--- config.mk ---
export PLATFORM = sky130hd
export DESIGN_NAME = latch_array_ctrl_flat
export DESIGN_NICKNAME = d
export VERILOG_FILES = /design/src/rtl/latch_array_ctrl_if.sv /design/src/rtl/latch_array_ctrl.sv /design/src/flat_wrapper.sv
export SDC_FILE = /design/constraint.sdc
export NUM_CORES = 1
export LEC_CHECK = 0
export BUFFER_PORTS_ARGS = -buffer_cell sky130_fd_sc_hd__clkbuf_2
export CORE_UTILIZATION = 47
export CTS_CLUSTER_SIZE = 25
export DETAILED_ROUTE_END_ITERATION = 8
export GPL_TIMING_DRIVEN = 0
export PLACE_DENSITY = 0.9
export SLEW_MARGIN = 20
export SYNTH_ARGS = -nofsm -noshare
export SYNTH_HDL_FRONTEND = slang
export SYNTH_SLANG_ARGS = --single-unit
--- constraint.sdc ---
create_clock -name clk -period 2.9 [get_ports clk]
set_clock_uncertainty 0.15 [all_clocks]
set_input_delay 0.435 -clock clk [delete_from_list [all_inputs] [get_ports clk]]
set_output_delay 0.435 -clock clk [all_outputs]
set_load 0.05 [all_outputs]
--- src/rtl/latch_array_ctrl_if.sv ---
// rtl/latch_array_ctrl_if.sv - requester and latch-array bus bundle for latch_array_ctrl
//
// Purpose: groups the two requester ports and the decoder/array port into one bundle.
//   req_x, we_x, addr_x, wdata_x : requester x request (x = a, b)
//   ack_x, rsp_valid_x           : grant pulse and completion pulse for requester x
//   rdata                        : shared registered read data
//   arr_select, arr_adr          : address decoder select and row address
//   arr_we, arr_wdata, arr_rdata : array write enable, write data, read data
// Modports: slave = controller side, master = requesters plus array side.
interface latch_array_ctrl_if #(
  parameter int DATA_W = 8,
  parameter int ADDR_W = 3
);
  logic              req_a;
  logic              req_b;
  logic              we_a;
  logic              we_b;
  logic [ADDR_W-1:0] addr_a;
  logic [ADDR_W-1:0] addr_b;
  logic [DATA_W-1:0] wdata_a;
  logic [DATA_W-1:0] wdata_b;
  logic              ack_a;
  logic              ack_b;
  logic              rsp_valid_a;
  logic              rsp_valid_b;
  logic [DATA_W-1:0] rdata;
  logic              arr_select;
  logic [ADDR_W-1:0] arr_adr;
  logic              arr_we;
  logic [DATA_W-1:0] arr_wdata;
  logic [DATA_W-1:0] arr_rdata;

  modport slave (
    input  req_a, req_b, we_a, we_b, addr_a, addr_b, wdata_a, wdata_b, arr_rdata,
    output ack_a, ack_b, rsp_valid_a, rsp_valid_b, rdata,
    output arr_select, arr_adr, arr_we, arr_wdata
  );

  modport master (
    output req_a, req_b, we_a, we_b, addr_a, addr_b, wdata_a, wdata_b, arr_rdata,
    input  ack_a, ack_b, rsp_valid_a, rsp_valid_b, rdata,
    input  arr_select, arr_adr, arr_we, arr_wdata
  );
endinterface

--- src/rtl/latch_array_ctrl.sv ---
// rtl/latch_array_ctrl.sv - two-port round-robin access controller for the 8-word latch array
//
// Purpose: arbitrates read/write requests from requesters A and B and sequences the
// decoder select, address and array write enable through setup/access/recover.
// Ports:
//   clk   : rising-edge clock
//   rst_n : asynchronous active-low reset
//   bus   : latch_array_ctrl_if.slave (requester A/B ports, shared rdata, array port)
module latch_array_ctrl #(
  parameter int DATA_W = 8,
  parameter int ADDR_W = 3
) (
  input logic                clk,
  input logic                rst_n,
  latch_array_ctrl_if.slave  bus
);

  // All outputs are registered, so each state computes what the array port shows
  // in the following cycle: the edge leaving IDLE loads the address/data (ack
  // cycle), SETUP raises arr_we, ACCESS raises arr_select, RECOVER drops both
  // and issues the response.
  typedef enum logic [1:0] {IDLE, SETUP, ACCESS, RECOVER} state_t;

  state_t            state;
  logic              rr;       // 1 = requester B wins the next tie
  logic              gnt_b;    // owner of the access in flight
  logic              we_r;
  logic              ack_a_q;
  logic              ack_b_q;
  logic              rsp_a_q;
  logic              rsp_b_q;
  logic              sel_q;
  logic              we_q;
  logic [ADDR_W-1:0] adr_q;
  logic [DATA_W-1:0] wdata_q;
  logic [DATA_W-1:0] rdata_q;

  logic any_req;
  logic pick_b;

  always_comb begin
    any_req = bus.req_a || bus.req_b;
    pick_b  = bus.req_b && (!bus.req_a || rr);
  end

  always_ff @(posedge clk or negedge rst_n) begin
    if (!rst_n) begin
      state   <= IDLE;
      rr      <= 1'b0;
      gnt_b   <= 1'b0;
      we_r    <= 1'b0;
      ack_a_q <= 1'b0;
      ack_b_q <= 1'b0;
      rsp_a_q <= 1'b0;
      rsp_b_q <= 1'b0;
      sel_q   <= 1'b0;
      we_q    <= 1'b0;
      adr_q   <= '0;
      wdata_q <= '0;
      rdata_q <= '0;
    end else begin
      ack_a_q <= 1'b0;
      ack_b_q <= 1'b0;
      rsp_a_q <= 1'b0;
      rsp_b_q <= 1'b0;
      case (state)
        IDLE: begin
          if (any_req) begin
            ack_a_q <= !pick_b;
            ack_b_q <= pick_b;
            gnt_b   <= pick_b;
            rr      <= !pick_b;
            we_r    <= pick_b ? bus.we_b : bus.we_a;
            // Address and data move only here, while arr_select is low.
            adr_q   <= pick_b ? bus.addr_b : bus.addr_a;
            wdata_q <= pick_b ? bus.wdata_b : bus.wdata_a;
            state   <= SETUP;
          end
        end
        SETUP: begin
          we_q  <= we_r;
          state <= ACCESS;
        end
        ACCESS: begin
          sel_q <= 1'b1;
          state <= RECOVER;
        end
        RECOVER: begin
          // This edge ends the select-high cycle, so arr_rdata is sampled here.
          sel_q   <= 1'b0;
          we_q    <= 1'b0;
          rsp_a_q <= !gnt_b;
          rsp_b_q <= gnt_b;
          if (!we_r) begin
            rdata_q <= bus.arr_rdata;
          end
          state <= IDLE;
        end
        default: state <= IDLE;
      endcase
    end
  end

  assign bus.ack_a       = ack_a_q;
  assign bus.ack_b       = ack_b_q;
  assign bus.rsp_valid_a = rsp_a_q;
  assign bus.rsp_valid_b = rsp_b_q;
  assign bus.rdata       = rdata_q;
  assign bus.arr_select  = sel_q;
  assign bus.arr_adr     = adr_q;
  assign bus.arr_we      = we_q;
  assign bus.arr_wdata   = wdata_q;

endmodule

--- src/flat_wrapper.sv ---
// flat-port wrapper written by rule: the top's interface ports become plain ports
module latch_array_ctrl_flat 
#(
  parameter int DATA_W = 8,
  parameter int ADDR_W = 3
)
  (clk, rst_n, bus_req_a, bus_req_b, bus_we_a, bus_we_b, bus_addr_a, bus_addr_b, bus_wdata_a, bus_wdata_b, bus_arr_rdata, bus_ack_a, bus_ack_b, bus_rsp_valid_a, bus_rsp_valid_b, bus_rdata, bus_arr_select, bus_arr_adr, bus_arr_we, bus_arr_wdata);
  latch_array_ctrl_if #(.DATA_W(DATA_W), .ADDR_W(ADDR_W)) bus_i ();
  input logic clk;
  input logic rst_n;
  input wire logic [$bits(bus_i.req_a)-1:0] bus_req_a;
  input wire logic [$bits(bus_i.req_b)-1:0] bus_req_b;
  input wire logic [$bits(bus_i.we_a)-1:0] bus_we_a;
  input wire logic [$bits(bus_i.we_b)-1:0] bus_we_b;
  input wire logic [$bits(bus_i.addr_a)-1:0] bus_addr_a;
  input wire logic [$bits(bus_i.addr_b)-1:0] bus_addr_b;
  input wire logic [$bits(bus_i.wdata_a)-1:0] bus_wdata_a;
  input wire logic [$bits(bus_i.wdata_b)-1:0] bus_wdata_b;
  input wire logic [$bits(bus_i.arr_rdata)-1:0] bus_arr_rdata;
  output wire logic [$bits(bus_i.ack_a)-1:0] bus_ack_a;
  output wire logic [$bits(bus_i.ack_b)-1:0] bus_ack_b;
  output wire logic [$bits(bus_i.rsp_valid_a)-1:0] bus_rsp_valid_a;
  output wire logic [$bits(bus_i.rsp_valid_b)-1:0] bus_rsp_valid_b;
  output wire logic [$bits(bus_i.rdata)-1:0] bus_rdata;
  output wire logic [$bits(bus_i.arr_select)-1:0] bus_arr_select;
  output wire logic [$bits(bus_i.arr_adr)-1:0] bus_arr_adr;
  output wire logic [$bits(bus_i.arr_we)-1:0] bus_arr_we;
  output wire logic [$bits(bus_i.arr_wdata)-1:0] bus_arr_wdata;
  assign bus_i.req_a = bus_req_a;
  assign bus_i.req_b = bus_req_b;
  assign bus_i.we_a = bus_we_a;
  assign bus_i.we_b = bus_we_b;
  assign bus_i.addr_a = bus_addr_a;
  assign bus_i.addr_b = bus_addr_b;
  assign bus_i.wdata_a = bus_wdata_a;
  assign bus_i.wdata_b = bus_wdata_b;
  assign bus_i.arr_rdata = bus_arr_rdata;
  assign bus_ack_a = bus_i.ack_a;
  assign bus_ack_b = bus_i.ack_b;
  assign bus_rsp_valid_a = bus_i.rsp_valid_a;
  assign bus_rsp_valid_b = bus_i.rsp_valid_b;
  assign bus_rdata = bus_i.rdata;
  assign bus_arr_select = bus_i.arr_select;
  assign bus_arr_adr = bus_i.arr_adr;
  assign bus_arr_we = bus_i.arr_we;
  assign bus_arr_wdata = bus_i.arr_wdata;
  latch_array_ctrl #(.DATA_W(DATA_W), .ADDR_W(ADDR_W)) u_core (.clk(clk), .rst_n(rst_n), .bus(bus_i));
endmodule
# After elaboration in Yosys (flattened, before gate mapping)
# Index checks and enable logic that the tools add are counted.
# W data, S select, Z words.
# word_totals
in_bits,36
regBits,30
output_inout_bits,25
# op_classes
eq_ne,4
n_bitwise,1
muxes,13
reduce_logical,11
# op_table
op,count
$mux W8,1
$pmux W2 S4,1
$mux W1,7
$eq A2 B2 Y1 const B,2
$pmux W1 S2,2
$reduce_and A2 Y1,2
$reduce_bool A2 Y1,2
$logic_not A1 Y1,3
$mux W3,1
$eq A2 B1 Y1 const B,1
$logic_not A2 Y1,1
$logic_or A1 B1 Y1,2
$mux W2,1
$ne A2 B1 Y1 const B,1
$logic_and A1 B1 Y1,1
$not A1 Y1,1

# Longest topological paths before layout
# depth
depth_word,6
ltp_mapped,6
ltp_nobuf,5

# Worst setup path before layout
# No wires, ideal clock.
# synth_path
path_type,register to register
startpoint,register u_core.state[0]
endpoint,"register u_core.wdata_q[3], in the netlist u_core.bus.arr_wdata[3]"
setup_slack_ps,1234
synth_period_minus_slack_ps,1666
setup_ps,126
arrival_time_ps,1390
path_buffers,1
path_stages_with_launch,7
path_cell_list,dfrtp_1 > inv_1 > ha_1 > o21ai_1 > buf_2 > and2_1 > a221o_1
# synth_via
elab_chain_cells,2
# synth_rtl
element,line,text
from (decl),latch_array_ctrl.sv:24,state_t state;
from (signal assigned),latch_array_ctrl.sv:48,state <= IDLE;
from (signal assigned),latch_array_ctrl.sv:77,state <= SETUP;
from (signal assigned),latch_array_ctrl.sv:82,state <= ACCESS;
$logic_not A2 Y1,latch_array_ctrl.sv:66,case (state)
$reduce_and A2 Y1 (no line),--,
to (signal assigned),latch_array_ctrl.sv:76,wdata_q <= pick_b ? bus.wdata_b : bus.wdata_a;
to (decl),latch_array_ctrl.sv:35,logic [DATA_W-1:0] wdata_q;
# Every way passes these cells.
# A chain may end at the register's enable or synchronous reset.

# Final worst setup path
# Same ends and word-level chain as after synthesis.

==> impl_results.md <==
* Status: complete, no violations
* Final core utilization at 66.0%
* TritonCTS clock tree: built
* Die height at 54.0 µm
* Routed Antenna Nets at 0
* Period minus WS final at 1.90 ns
* Largest net degree at the start of global routing at 31
* DP Area at 1600 µm²
* Area Overhead vs Synth at 30.9%
* Fmax at 528 MHz
* Post-DR vias/cell at 5.18
* Synth unique cells at 21
* Worst Path Required at 2.96 ns
* Hold_buf cts at 0
* Clock latency at the later pin of the worst-skew pair at 0.32 ns
* Reg area at 751 µm²
* Ports at 61
* Leak at 0.874 nW
* Non-Filler Instances at 199
* Ant. Diodes at 0
* Pre-antenna DRT Iters at 3
* Synth Register Bits at 30
* H-tree depth at 2
* Global-route wire length before repair at 4000 µm
* Setup TNS Final at 0 ns
* Worst Tran Pin Value at 0.718 ns
* Peak supply drop at 908 µV
* Fin nets at 208
* DRC Markers at 0
* Avg WL per Cell at 12.9 µm
* R2R Path End: u_core.bus.arr_wdata[3]
* Inst Count DP at 191
* Count of final hold-check violations at 0
* Period utilisation layout at 65.4%
* Gr usage total at 20.3%
* Mapped Cells at 102
* Synthesized area at 1270 µm²
* Root Buffer: clkbuf_4
* Cell row count at 18
* Non-Filler Cell Area, Final at 1660 µm²
* FFs w/ async S/R, synth at 100%
* Pins Over Slew Limit at 0
* Predominant post-synthesis flop cell: dfrtp_1
* CTS Buf Count at 5
* GP Congestion at 0.754
* Synthesis Warnings at 0
* Leading area contributor after synthesis: dfrtp_1
* Drt initial violations at 14
* Register area share after synthesis at 59.1%
* Crit Path Max Fanout at 10
* Initial core utilization at 50.4%
* Post-synth EDFFs at 0
* Initial antenna violation count at 0
* Synth Area per Inst at 12.5 µm²
* WHS at 0.00431 ns
* Detailed Route WL at 2560 µm
* WS Path Type: register to register
* Max cap viols at 0
* Crit. End Element: register
* Synth top area share at 59.1%
* RR Startpoint: u_core.state[0]
* Ranking of synthesized cells by area: dfrtp_1 (59%), mux2_2 (8.0%), a221o_1 (6.3%)
* RSZ-0062 raised after global routing: false
* Syn_nets at 142
* Commonest cells in the netlist: dfrtp_1 (30), and2_1 (9), mux2_2 (9), nor2_1 (9), a221o_1 (8)
* FILL cells at 219
* TritonCTS Sinks at 30
* Share of cells above drive strength 1 at 47.9%
* R2R Setup Slk at 1.00 ns
* WP data arrival at 1.96 ns
* Top-count cell post-synth: dfrtp_1
* Type of element launching the critical path: register
* Post-CTS Setup Inserts at 0
* Max-slew headroom at 52.1%
* Die width at 54.0 µm
* Setup Viol. Count Final at 0
* Clk pin slew, worst setup/hold paths at 0.09 ns
* Die Area at 2920 µm²
* Core ar. at 2520 µm²
* Post-CTS sizing at 0
* Worst hold-check path type: input port to async pin
* Vias at 1031
* Multi-input gate area at 483 µm²
* Hpwl dp at 1980 µm
* Vias in the first global route at 917
* Pwr dens at 1350 nW/µm²
* Clk buf depth at 2
* Worst r2r path cells at 6
* Overflow after GRT at 0
* Port Buffers at 59
==> metrics by stage <==
step,setup slack (ns),power [mW]
final,1.00,2.24
after global routing,0.859,2.39
after CTS,0.994,2.26
after detailed placement,1.02,2.01
after global placement,1.10,1.96
after floorplan,1.23,1.71
==> cell type report <==
cell class                 count  area share [%]
buffer                         4            1.58
clock buffer                   7            3.31
clock inverter                 1           0.301
inverter                       3           0.677
multi-input combinational     65            29.0
sequential                    30            45.1
tap                           30            2.26
timing repair buffer          59            17.7
==> kinds of logic after synthesis <==
family                     after synthesis  synth area share, %
AOI/OAI and AO/OA                       26                 14.8
adders and majority gates                4                 3.94
buffers and inverters                    7                 2.95
DFF                                     30                 59.1
muxes                                   10                 8.76
and+or+nand+nor                         25                 10.5
==> placed cells by master, fill, tap and decap left out <==
cell type / Yosys / layout
a21o_1: 2 / 2
a21oi_1: 4 / 4
a21oi_2: 1 / 1
a221o_1: 8 / 8
a31oi_1: 5 / 5
and2_1: 9 / 9
and3_4: 1 / 1
buf_2: 3 / 3
buf_6: 1 / 1
clkbuf_1: 0 / 1
clkbuf_2: 0 / 59
clkbuf_4: 0 / 5
clkbuf_8: 0 / 1
clkinv_2: 0 / 1
dfrtp_1: 30 / 30
ha_1: 4 / 4
inv_1: 3 / 3
mux2_2: 9 / 9
mux2i_1: 1 / 1
nand2_1: 2 / 2
nand2b_1: 1 / 1
nor2_1: 9 / 9
nor2b_1: 3 / 3
o21a_1: 1 / 1
o21ai_0: 4 / 4
o21ai_1: 1 / 1
==> worst max path at each step <==
stage                    startpoint                      end  slack (ns)  depth (start not counted)
finish              u_core.state[0]  u_core.bus.arr_wdata[3]        1.00                          6
global placement    u_core.state[0]  u_core.bus.arr_wdata[3]        1.10                          6
CTS                 u_core.state[0]  u_core.bus.arr_wdata[3]        0.99                          6
global route        u_core.state[0]  u_core.bus.arr_wdata[4]        0.86                          6
floorplan           u_core.state[0]  u_core.bus.arr_wdata[3]        1.23                          6
detailed placement  u_core.state[0]  u_core.bus.arr_wdata[4]        1.02                          6
==> flip-flops by register name (all words and copies together) (netlist names) <==
signal / flops
u_core.bus.arr_we: 1
u_core.bus.rsp_valid_a: 1
u_core.state: 2
u_core.bus.rdata: 8
u_core.rr: 1
u_core.bus.arr_select: 1
u_core.bus.arr_wdata: 8
u_core.we_r: 1
u_core.bus.ack_a: 1
u_core.bus.arr_adr: 3
u_core.gnt_b: 1
u_core.bus.ack_b: 1
u_core.bus.rsp_valid_b: 1
==> routing by layer <==
metal | track usage, % | vias up | part of all wire, %
met1 | 23.9 | 477 | 42
li1 | - | 496 | -
met3 | 8.76 | 3 | 11
met2 | 33.1 | 55 | 46
met5 | 0 | - | 0
met4 | 6.41 | 0 | 1.1
==> worst max-delay path, stage by stage, from the launching register on <==
cell and delay (ns):
dfrtp_1 0.41, inv_1 0.11, ha_1 0.29, o21ai_1 0.18
buf_2 0.21, and2_1 0.17, a221o_1 0.26
==> power breakdown <==
group / internal [mW] / total, mW / switching (mW)
clock network: 0.117 / 0.249 / 0.132
registers: 0.619 / 0.728 / 0.109
logic: 0.385 / 1.26 / 0.878
total: 1.12 / 2.24 / 1.12
Power figures use the tool's default switching activity.
